--- src/rtl/bus_sequencer_if.sv ---
// rtl/bus_sequencer_if.sv - handshake/bus bundle between the fetch/transfer sequencer and its environment
// The sequencer takes the master modport; the environment (skin memory, register file, host) takes slave.
interface bus_sequencer_if #(
    parameter int DATA_WIDTH = 8
);
    logic                  i_start;
    logic                  i_halt_req;
    logic [DATA_WIDTH-1:0] i_instruction;
    logic                  i_mem_ack;
`ifdef SEQ_SINGLE_STEP_EN
    logic                  i_step;
`endif
    logic                  o_mem_req;
    logic [15:0]           o_unit_ien;
    logic [15:0]           o_unit_oen;
    logic                  o_busy;
    logic                  o_halted;
    logic                  o_err;

    modport master (
`ifdef SEQ_SINGLE_STEP_EN
        input  i_step,
`endif
        input  i_start, i_halt_req, i_instruction, i_mem_ack,
        output o_mem_req, o_unit_ien, o_unit_oen, o_busy, o_halted, o_err
    );

    modport slave (
`ifdef SEQ_SINGLE_STEP_EN
        output i_step,
`endif
        output i_start, i_halt_req, i_instruction, i_mem_ack,
        input  o_mem_req, o_unit_ien, o_unit_oen, o_busy, o_halted, o_err
    );
endinterface

--- src/rtl/bus_sequencer.sv ---
// rtl/bus_sequencer.sv - fetch/decode/exec sequencer driving one-hot bus source/destination enables
// Optional single-step mode under SEQ_SINGLE_STEP_EN (adds i_step and a STEP_WAIT state).
module bus_sequencer #(
    parameter int DATA_WIDTH = 8,
    parameter int TIMEOUT    = 15
) (
    input  logic            clk,
    input  logic            rst,
    bus_sequencer_if.master bus
);
    localparam logic [7:0]  CNT_LAST  = 8'(TIMEOUT - 1);
    localparam logic [15:0] EN_IR     = 16'h0002;
    localparam logic [15:0] EN_MEM_RD = 16'h1000;

    typedef enum logic [2:0] {
        S_IDLE,
        S_FETCH,
        S_DECODE,
        S_EXEC,
        S_HALT,
        S_ERROR
`ifdef SEQ_SINGLE_STEP_EN
        , S_STEP_WAIT
`endif
    } state_t;

    // Where a completed instruction (EXEC or NOP) goes when no halt is pending.
`ifdef SEQ_SINGLE_STEP_EN
    localparam state_t S_DONE = S_STEP_WAIT;
`else
    localparam state_t S_DONE = S_FETCH;
`endif

    state_t     state, state_nxt;
    logic [7:0] cnt, cnt_nxt;
    logic [3:0] src, dst, src_nxt, dst_nxt;
    logic       err_q, err_nxt;
    logic [7:0] instr;
    logic       is_nop, is_halt, is_legal;

    assign instr    = bus.i_instruction[7:0];
    assign is_nop   = (instr == 8'h00);
    assign is_halt  = (instr == 8'hFF);
    assign is_legal = (instr[7:4] >= 4'd1) && (instr[7:4] <= 4'd7) &&
                      (instr[3:0] >= 4'd1) && (instr[3:0] <= 4'd11);

    always_ff @(posedge clk or posedge rst) begin
        if (rst) begin
            state <= S_IDLE;
            cnt   <= 8'd0;
            src   <= 4'd0;
            dst   <= 4'd0;
            err_q <= 1'b0;
        end else begin
            state <= state_nxt;
            cnt   <= cnt_nxt;
            src   <= src_nxt;
            dst   <= dst_nxt;
            err_q <= err_nxt;
        end
    end

    always_comb begin
        state_nxt      = state;
        cnt_nxt        = cnt;
        src_nxt        = src;
        dst_nxt        = dst;
        err_nxt        = err_q;
        bus.o_mem_req  = 1'b0;
        bus.o_unit_ien = 16'h0000;
        bus.o_unit_oen = 16'h0000;
        case (state)
            S_IDLE: begin
                if (bus.i_start) state_nxt = S_FETCH;
            end
            S_FETCH: begin
                bus.o_mem_req = 1'b1;
                // Ack is Mealy: memory drives the bus into IR in the same cycle it acks.
                if (bus.i_mem_ack) begin
                    bus.o_unit_oen = EN_MEM_RD;
                    bus.o_unit_ien = EN_IR;
                    cnt_nxt        = 8'd0;
                    state_nxt      = S_DECODE;
                end else if (cnt == CNT_LAST) begin
                    err_nxt   = 1'b1;
                    cnt_nxt   = 8'd0;
                    state_nxt = S_ERROR;
                end else if (bus.i_halt_req) begin
                    cnt_nxt   = 8'd0;
                    state_nxt = S_HALT;
                end else begin
                    cnt_nxt = cnt + 8'd1;
                end
            end
            S_DECODE: begin
                src_nxt = instr[3:0];
                dst_nxt = instr[7:4];
                if (is_halt) begin
                    state_nxt = S_HALT;
                end else if (is_nop) begin
                    state_nxt = bus.i_halt_req ? S_HALT : S_DONE;
                end else if (!is_legal) begin
                    err_nxt   = 1'b1;
                    state_nxt = S_ERROR;
                end else begin
                    state_nxt = S_EXEC;
                end
            end
            S_EXEC: begin
                bus.o_unit_oen = 16'h0001 << src;
                bus.o_unit_ien = 16'h0001 << dst;
                state_nxt      = bus.i_halt_req ? S_HALT : S_DONE;
            end
            S_HALT: begin
                if (bus.i_start) state_nxt = S_FETCH;
            end
            S_ERROR: begin
                if (bus.i_start) begin
                    err_nxt   = 1'b0;
                    state_nxt = S_IDLE;
                end
            end
`ifdef SEQ_SINGLE_STEP_EN
            S_STEP_WAIT: begin
                if (bus.i_halt_req)  state_nxt = S_HALT;
                else if (bus.i_step) state_nxt = S_FETCH;
            end
`endif
            default: state_nxt = S_IDLE;
        endcase
    end

`ifdef SEQ_SINGLE_STEP_EN
    assign bus.o_busy = (state == S_FETCH) || (state == S_DECODE) ||
                        (state == S_EXEC)  || (state == S_STEP_WAIT);
`else
    assign bus.o_busy = (state == S_FETCH) || (state == S_DECODE) || (state == S_EXEC);
`endif
    assign bus.o_halted = (state == S_HALT);
    assign bus.o_err    = err_q;
endmodule

--- src/flat_wrapper.sv ---
// flat-port wrapper written by rule: the top's interface ports become plain ports
module bus_sequencer_flat 
#(
    parameter int DATA_WIDTH = 8,
    parameter int TIMEOUT    = 15
)
  (clk, rst, bus_i_start, bus_i_halt_req, bus_i_instruction, bus_i_mem_ack, bus_o_mem_req, bus_o_unit_ien, bus_o_unit_oen, bus_o_busy, bus_o_halted, bus_o_err);
  bus_sequencer_if #(.DATA_WIDTH(DATA_WIDTH)) bus_i ();
  input  logic clk;
  input  logic rst;
  input wire logic [$bits(bus_i.i_start)-1:0] bus_i_start;
  input wire logic [$bits(bus_i.i_halt_req)-1:0] bus_i_halt_req;
  input wire logic [$bits(bus_i.i_instruction)-1:0] bus_i_instruction;
  input wire logic [$bits(bus_i.i_mem_ack)-1:0] bus_i_mem_ack;
  output wire logic [$bits(bus_i.o_mem_req)-1:0] bus_o_mem_req;
  output wire logic [$bits(bus_i.o_unit_ien)-1:0] bus_o_unit_ien;
  output wire logic [$bits(bus_i.o_unit_oen)-1:0] bus_o_unit_oen;
  output wire logic [$bits(bus_i.o_busy)-1:0] bus_o_busy;
  output wire logic [$bits(bus_i.o_halted)-1:0] bus_o_halted;
  output wire logic [$bits(bus_i.o_err)-1:0] bus_o_err;
  assign bus_i.i_start = bus_i_start;
  assign bus_i.i_halt_req = bus_i_halt_req;
  assign bus_i.i_instruction = bus_i_instruction;
  assign bus_i.i_mem_ack = bus_i_mem_ack;
  assign bus_o_mem_req = bus_i.o_mem_req;
  assign bus_o_unit_ien = bus_i.o_unit_ien;
  assign bus_o_unit_oen = bus_i.o_unit_oen;
  assign bus_o_busy = bus_i.o_busy;
  assign bus_o_halted = bus_i.o_halted;
  assign bus_o_err = bus_i.o_err;
  bus_sequencer #(.DATA_WIDTH(DATA_WIDTH), .TIMEOUT(TIMEOUT)) u_core (.clk(clk), .rst(rst), .bus(bus_i));
endmodule
--- config.mk ---
export PLATFORM = sky130hd
export DESIGN_NAME = bus_sequencer_flat
export DESIGN_NICKNAME = d
export VERILOG_FILES = /design/src/rtl/bus_sequencer_if.sv /design/src/rtl/bus_sequencer.sv /design/src/flat_wrapper.sv
export SDC_FILE = /design/constraint.sdc
export NUM_CORES = 1
export LEC_CHECK = 0
export CAP_MARGIN = 30
export CORE_MARGIN = 5
export CORE_UTILIZATION = 45
export DETAILED_ROUTE_END_ITERATION = 7
export PLACE_DENSITY = 0.8
export SYNTH_ARGS = -nofsm -noshare
export SYNTH_HDL_FRONTEND = slang
export SYNTH_SLANG_ARGS = --single-unit
--- constraint.sdc ---
create_clock -name clk -period 2.1 [get_ports clk]
set_input_delay 0.315 -clock clk [delete_from_list [all_inputs] [get_ports clk]]
set_output_delay 0.315 -clock clk [all_outputs]
set_load 0.005 [all_outputs]
# == Word-level counts from Yosys, hierarchy flattened ==
# Cells that the tools add are included.
# totals
ff_bits,20
output_inout_bits,36
word_cells,63
input_bits,13
# op_classes
n_shift,2
n_mux,25
eq_ne,15
magnitude_cmp,4
n_reduce_logical,11
addsub,1
# op_table
op,n
case mux 16 bit (2 select lines),2
"left shift 1 x 4 -> 16 bit, first input constant",2
two-way mux 3 bit,9
two-way mux 8 bit,3
case mux 3 bit (5 select lines),1
two-way mux 13 bit,1
"!= test 2 bit, second input constant",5
"adder 8 x 1 -> 8 bit, second input constant",1
"equality test 8 x 4 -> 1 bit, second input constant",1
"equality test 8 bit, second input constant",1
"greater-or-equal comparator 4 x 1 -> 1 bit, second input constant",2
logical NOT 8 bit,1
two-way mux 1 bit,7
AND reduction 7 bit,1
"equality test 3 x 2 -> 1 bit, second input constant",2
"equality test 3 bit, second input constant",2
"<= comparator 4 x 3 -> 1 bit, second input constant",1
"<= comparator 4 bit, second input constant",1
"!= test 2 x 1 -> 1 bit, second input constant",2
"!= test 4 x 3 -> 1 bit, second input constant",1
"equality test 3 x 1 -> 1 bit, second input constant",1
logical AND 1 bit,3
logical NOT 3 bit,1
case mux 1 bit (3 select lines),1
5 further kinds,6

# == Depth between registers and ports, before layout ==
# depth
ltp_word,8
mapped_depth,7
mapped_depth_nobuf,5

# == Worst setup path before layout ==
# OpenSTA, ideal clock, no wires.
# synth_path
path_type,flip-flop to flip-flop
start,register u_core.state[1]
end,register u_core.cnt[0]
t_required_ns,2.026
n_path_buf,2
synth_period_minus_slack_ns,1.655
t_arrival_ns,1.581
slack_ns,0.445
stages_incl_launch_ff,6
setup_time_ns,0.074
path_cell_list,dfrtp_1 -> buf_6 -> or3b_1 -> buf_6 -> or4_4 -> o21ai_2
# synth_between
elab_chain_cells,1
# synth_rtl
element,line_no,rtl
"start, declared",bus_sequencer.sv:34,"state_t state, state_nxt;"
"start signal, assigned",bus_sequencer.sv:55,state <= state_nxt;
equality test 3 x 1 -> 1 bit,bus_sequencer.sv:72,case (state)
"end signal, assigned",bus_sequencer.sv:56,cnt <= cnt_nxt;
"end, declared",bus_sequencer.sv:35,"logic [7:0] cnt, cnt_nxt;"
# No other way between the ends.
# A chain may end at the register's enable or synchronous reset.

# == Final worst setup path ==
# layout_path
start,register u_core.state[1]
end,output port bus_o_mem_req
# layout_between
elab_chain_cells,2
# layout_rtl
element,line_no,rtl
equality test 3 x 1 -> 1 bit,bus_sequencer.sv:72,
two-way mux 1 bit,bus_sequencer.sv:72,
"end, declared",flat_wrapper.sv:15,output wire logic [$bits(bus_i.o_mem_req)-1:0] bus_o_mem_req;
# No other way between the ends.

==> summary.txt <==
Detailed routing
  – WL final: 4950 um
  – Initial DRT Pass Iterations: 4
  – Wire per inst: 17.9 um
  – Iteration-0 DRC Markers: 132
  – Post-route ant nets: 0
  – Vias per cell: 5.75
  – Vias: 1,592
  – DRC Markers: 0

Critical path
  – Critical Path AT: 1.99 ns
  – Worst setup EP type: output pin
  – Critical path startpoint: u_core.state[1]
  – Crit path max-delay family: buffers and inverters
  – Critical path type: flip-flop to output pin
  – Worst reg2reg path depth: 5
  – Critical path required time: 1.78 ns
  – Worst path max stage delay: 0.50 ns
  – Slowest-stage cell, CP: clkdlybuf4s50_1
  – Crit-path most repeated cell: buf_4
  – CP Cell Sequence: buf_4 > or3b_4 > clkinv_1 > buf_4 > clkdlybuf4s50_1
  – FF-to-FF Start: u_core.state[1]
  – Worst Path Buf+Inv: 4
  – Cell depth of the worst setup path: 5
  – CP Launch Type: flip-flop
  – Worst-path fanout max: 8

Yosys
  – Ys Warns: 0
  – Post-Syn Nets: 179
  – Avg Cell Area, Syn: 8.35 um^2
  – Count leader, synth: nor2_1
  – #FFs+latches synth: 20
  – Mapped Cells: 164
  – Main flop type after synthesis: dfrtp_1
  – Synth top cells by count: 37 x nor2_1, 20 x dfrtp_1, 10 x nand2_1, 8 x mux2_2, 8 x nor3_1
  – Mapped cell area: 1370 um^2
  – Yosys top cell area share: 0.365
  – Distinct cells, synth: 40
  – Post-synthesis sequential area ratio: 0.365
  – Post-synth top area cell: dfrtp_1
  – FFs w/ async S/R, synth: 1.00
  – Synth area leaders: dfrtp_1 37%, nor2_1 10%, mux2_2 6.6%
  – Post-synth EDFFs: 0

Status
  – Status: complete, but fails checks
  – Violated checks: negative setup slack

STA
  – Hold_ws: 0.313 ns
  – Setup TNS: -1.73 ns
  – Final Cycle Share: 1.10
  – Worst slew pin tran: 0.452 ns
  – Worst clock skew: 0.0166 ns
  – Fmax: 0.434 GHz
  – Final setup vio count: 20
  – Count of pins over their slew limit: 0
  – Unrepaired setup endpoints after global routing: true
  – Final min period: 2.30 ns
  – Slew HR: 0.696
  – Hold violation count in the final report: 0
  – Post-route worst setup slack: -0.203 ns

Clock network
  – Clk_lat worst skew: 0.31 ns
  – Clock Sinks: 20
  – Clock root buffer: clkbuf_4
  – Max Buffers Root-to-Sink: 2
  – Clock-pin slew of the registers on the worst-case setup and hold paths: 0.12 ns
  – CTS tree: built
  – H-Tree Depth: 1
  – CTS Buf Count: 3
  – Hold buffer count at CTS: 0

GRT
  – Largest net degree at the start of global routing: 21
  – First-pass GRT wire length: 6820 um
  – Initial antenna violation count: 0
  – Gr ovfl total: 0
  – GR Util All Layers: 0.202
  – Vias in the first global route: 1,493

Cells and area
  – Area growth from synthesis to layout: 61.8%
  – Final Util: 0.745
  – Layout cells sized above 1: 0.496
  – Finished Layout Cells: 277
  – Final net count: 261
  – Diode count: 0

Placed design
  – HPWL Detailed: 3050 um
  – Port bufs: 48
  – Final RePlAce weighted congestion: 0.826
  – Placed insts: 254

Pwr
  – Total power draw: 2.08 mW
  – Max IR drop VDD: 619 uV
  – Pwr per Cell Area: 940 nW/um^2
  – Leak: 1.02 nW

Hold path
  – Hold crit path type: input port to async pin

Floorplanning
  – Die Wd: 65.2 um
  – Die height: 65.2 um
  – I/O pins: 49
  – Die area: 4250 um^2
  – Core Box Area: 2980 um^2
  – Initial core utilization: 0.460
  – Cell row count: 20

Flow run
  – MaxCap Viol Count: 0
==> placed cells by master (no fill, tap or decap), types with 7 or more instances in the layout <==
cell	instances
buf_4	25
buf_2	22
dfrtp_1	20
nor2_1	17
clkdlybuf4s50_1	15
nor2_2	12
clkbuf_2	9
buf_6	9
mux2_2	8
nor2_4	8
nand2_1	7
nand2b_1	7
==> state kept, by name, indices dropped and copies added, names as in the netlist <==
register / cells
u_core.bus.o_err: 1
u_core.state: 3
u_core.dst: 4
u_core.src: 4
u_core.cnt: 8
==> worst register-to-register path, stage by stage (launching register included) <==
cell and delay (ns):
dfrtp_1 0.40, buf_4 0.15, or3b_4 0.40, buf_4 0.17, or4_4 0.50, o21ai_2 0.13
==> metal layers <==
metal	share of wire	global-route usage	routed length, um
met5	0	0	0
met4	0.026	0.0725	129
met3	0.042	0.0427	208
met2	0.55	0.359	2750
met1	0.38	0.239	1870
==> layout make-up <==
cell class	count	area (um^2)
Timing Repair Buffer	82	619
Sequential cell	20	500
Fill cell	204	761
Tap cell	33	41.3
Inverter	6	22.5
Clock buffer	3	22.5
Multi-Input combinational cell	133	1010
==> final timing paths <==
path	end	slack (ns)
hold reg to reg	u_core.cnt[0]	0.54
min in group clk	u_core.cnt[0]	0.54
max in group asynchronous	u_core.cnt[7]	1.56
setup / recovery	bus_o_mem_req	-0.20
hold / removal	u_core.src[3]	0.31
setup reg to reg	u_core.cnt[1]	0.28
==> cell families after synthesis <==
| kind of cell | after synthesis | share of synthesized area |
|---|---|---|
| simple gates | 97 | 0.360 |
| compound gates | 20 | 0.110 |
| flops | 20 | 0.365 |
| buf+inv | 11 | 0.0429 |
| mux | 8 | 0.0658 |
| xor+xnor | 6 | 0.0384 |
| fa+ha+maj | 2 | 0.0183 |
==> report_power, final <==
part / switching [mW] / internal, mW
Sequential: 0.276 / 0.513
Clock: 0.124 / 0.0671
Combinational: 0.548 / 0.556
Total: 0.947 / 1.14
==> metrics by stage <==
stage | setup WS [ns] | area, um^2
CTS | -0.216 | 2010
floorplan | 0.445 | 1370
global placement | -0.0252 | 1960
finish | -0.203 | 2220
global route | -0.293 | 2220
detailed placement | -0.0431 | 1960
==> what timing repair did <==
item / 4_1_cts / 5_1_grt
gates resized for setup: 69 / 108
setup endpoints to repair: 33 / 32
cloned: 0 / 0
buffers inserted: 9 / 11
pin swaps: 7 / 11
Power figures use the tool's default switching activity.
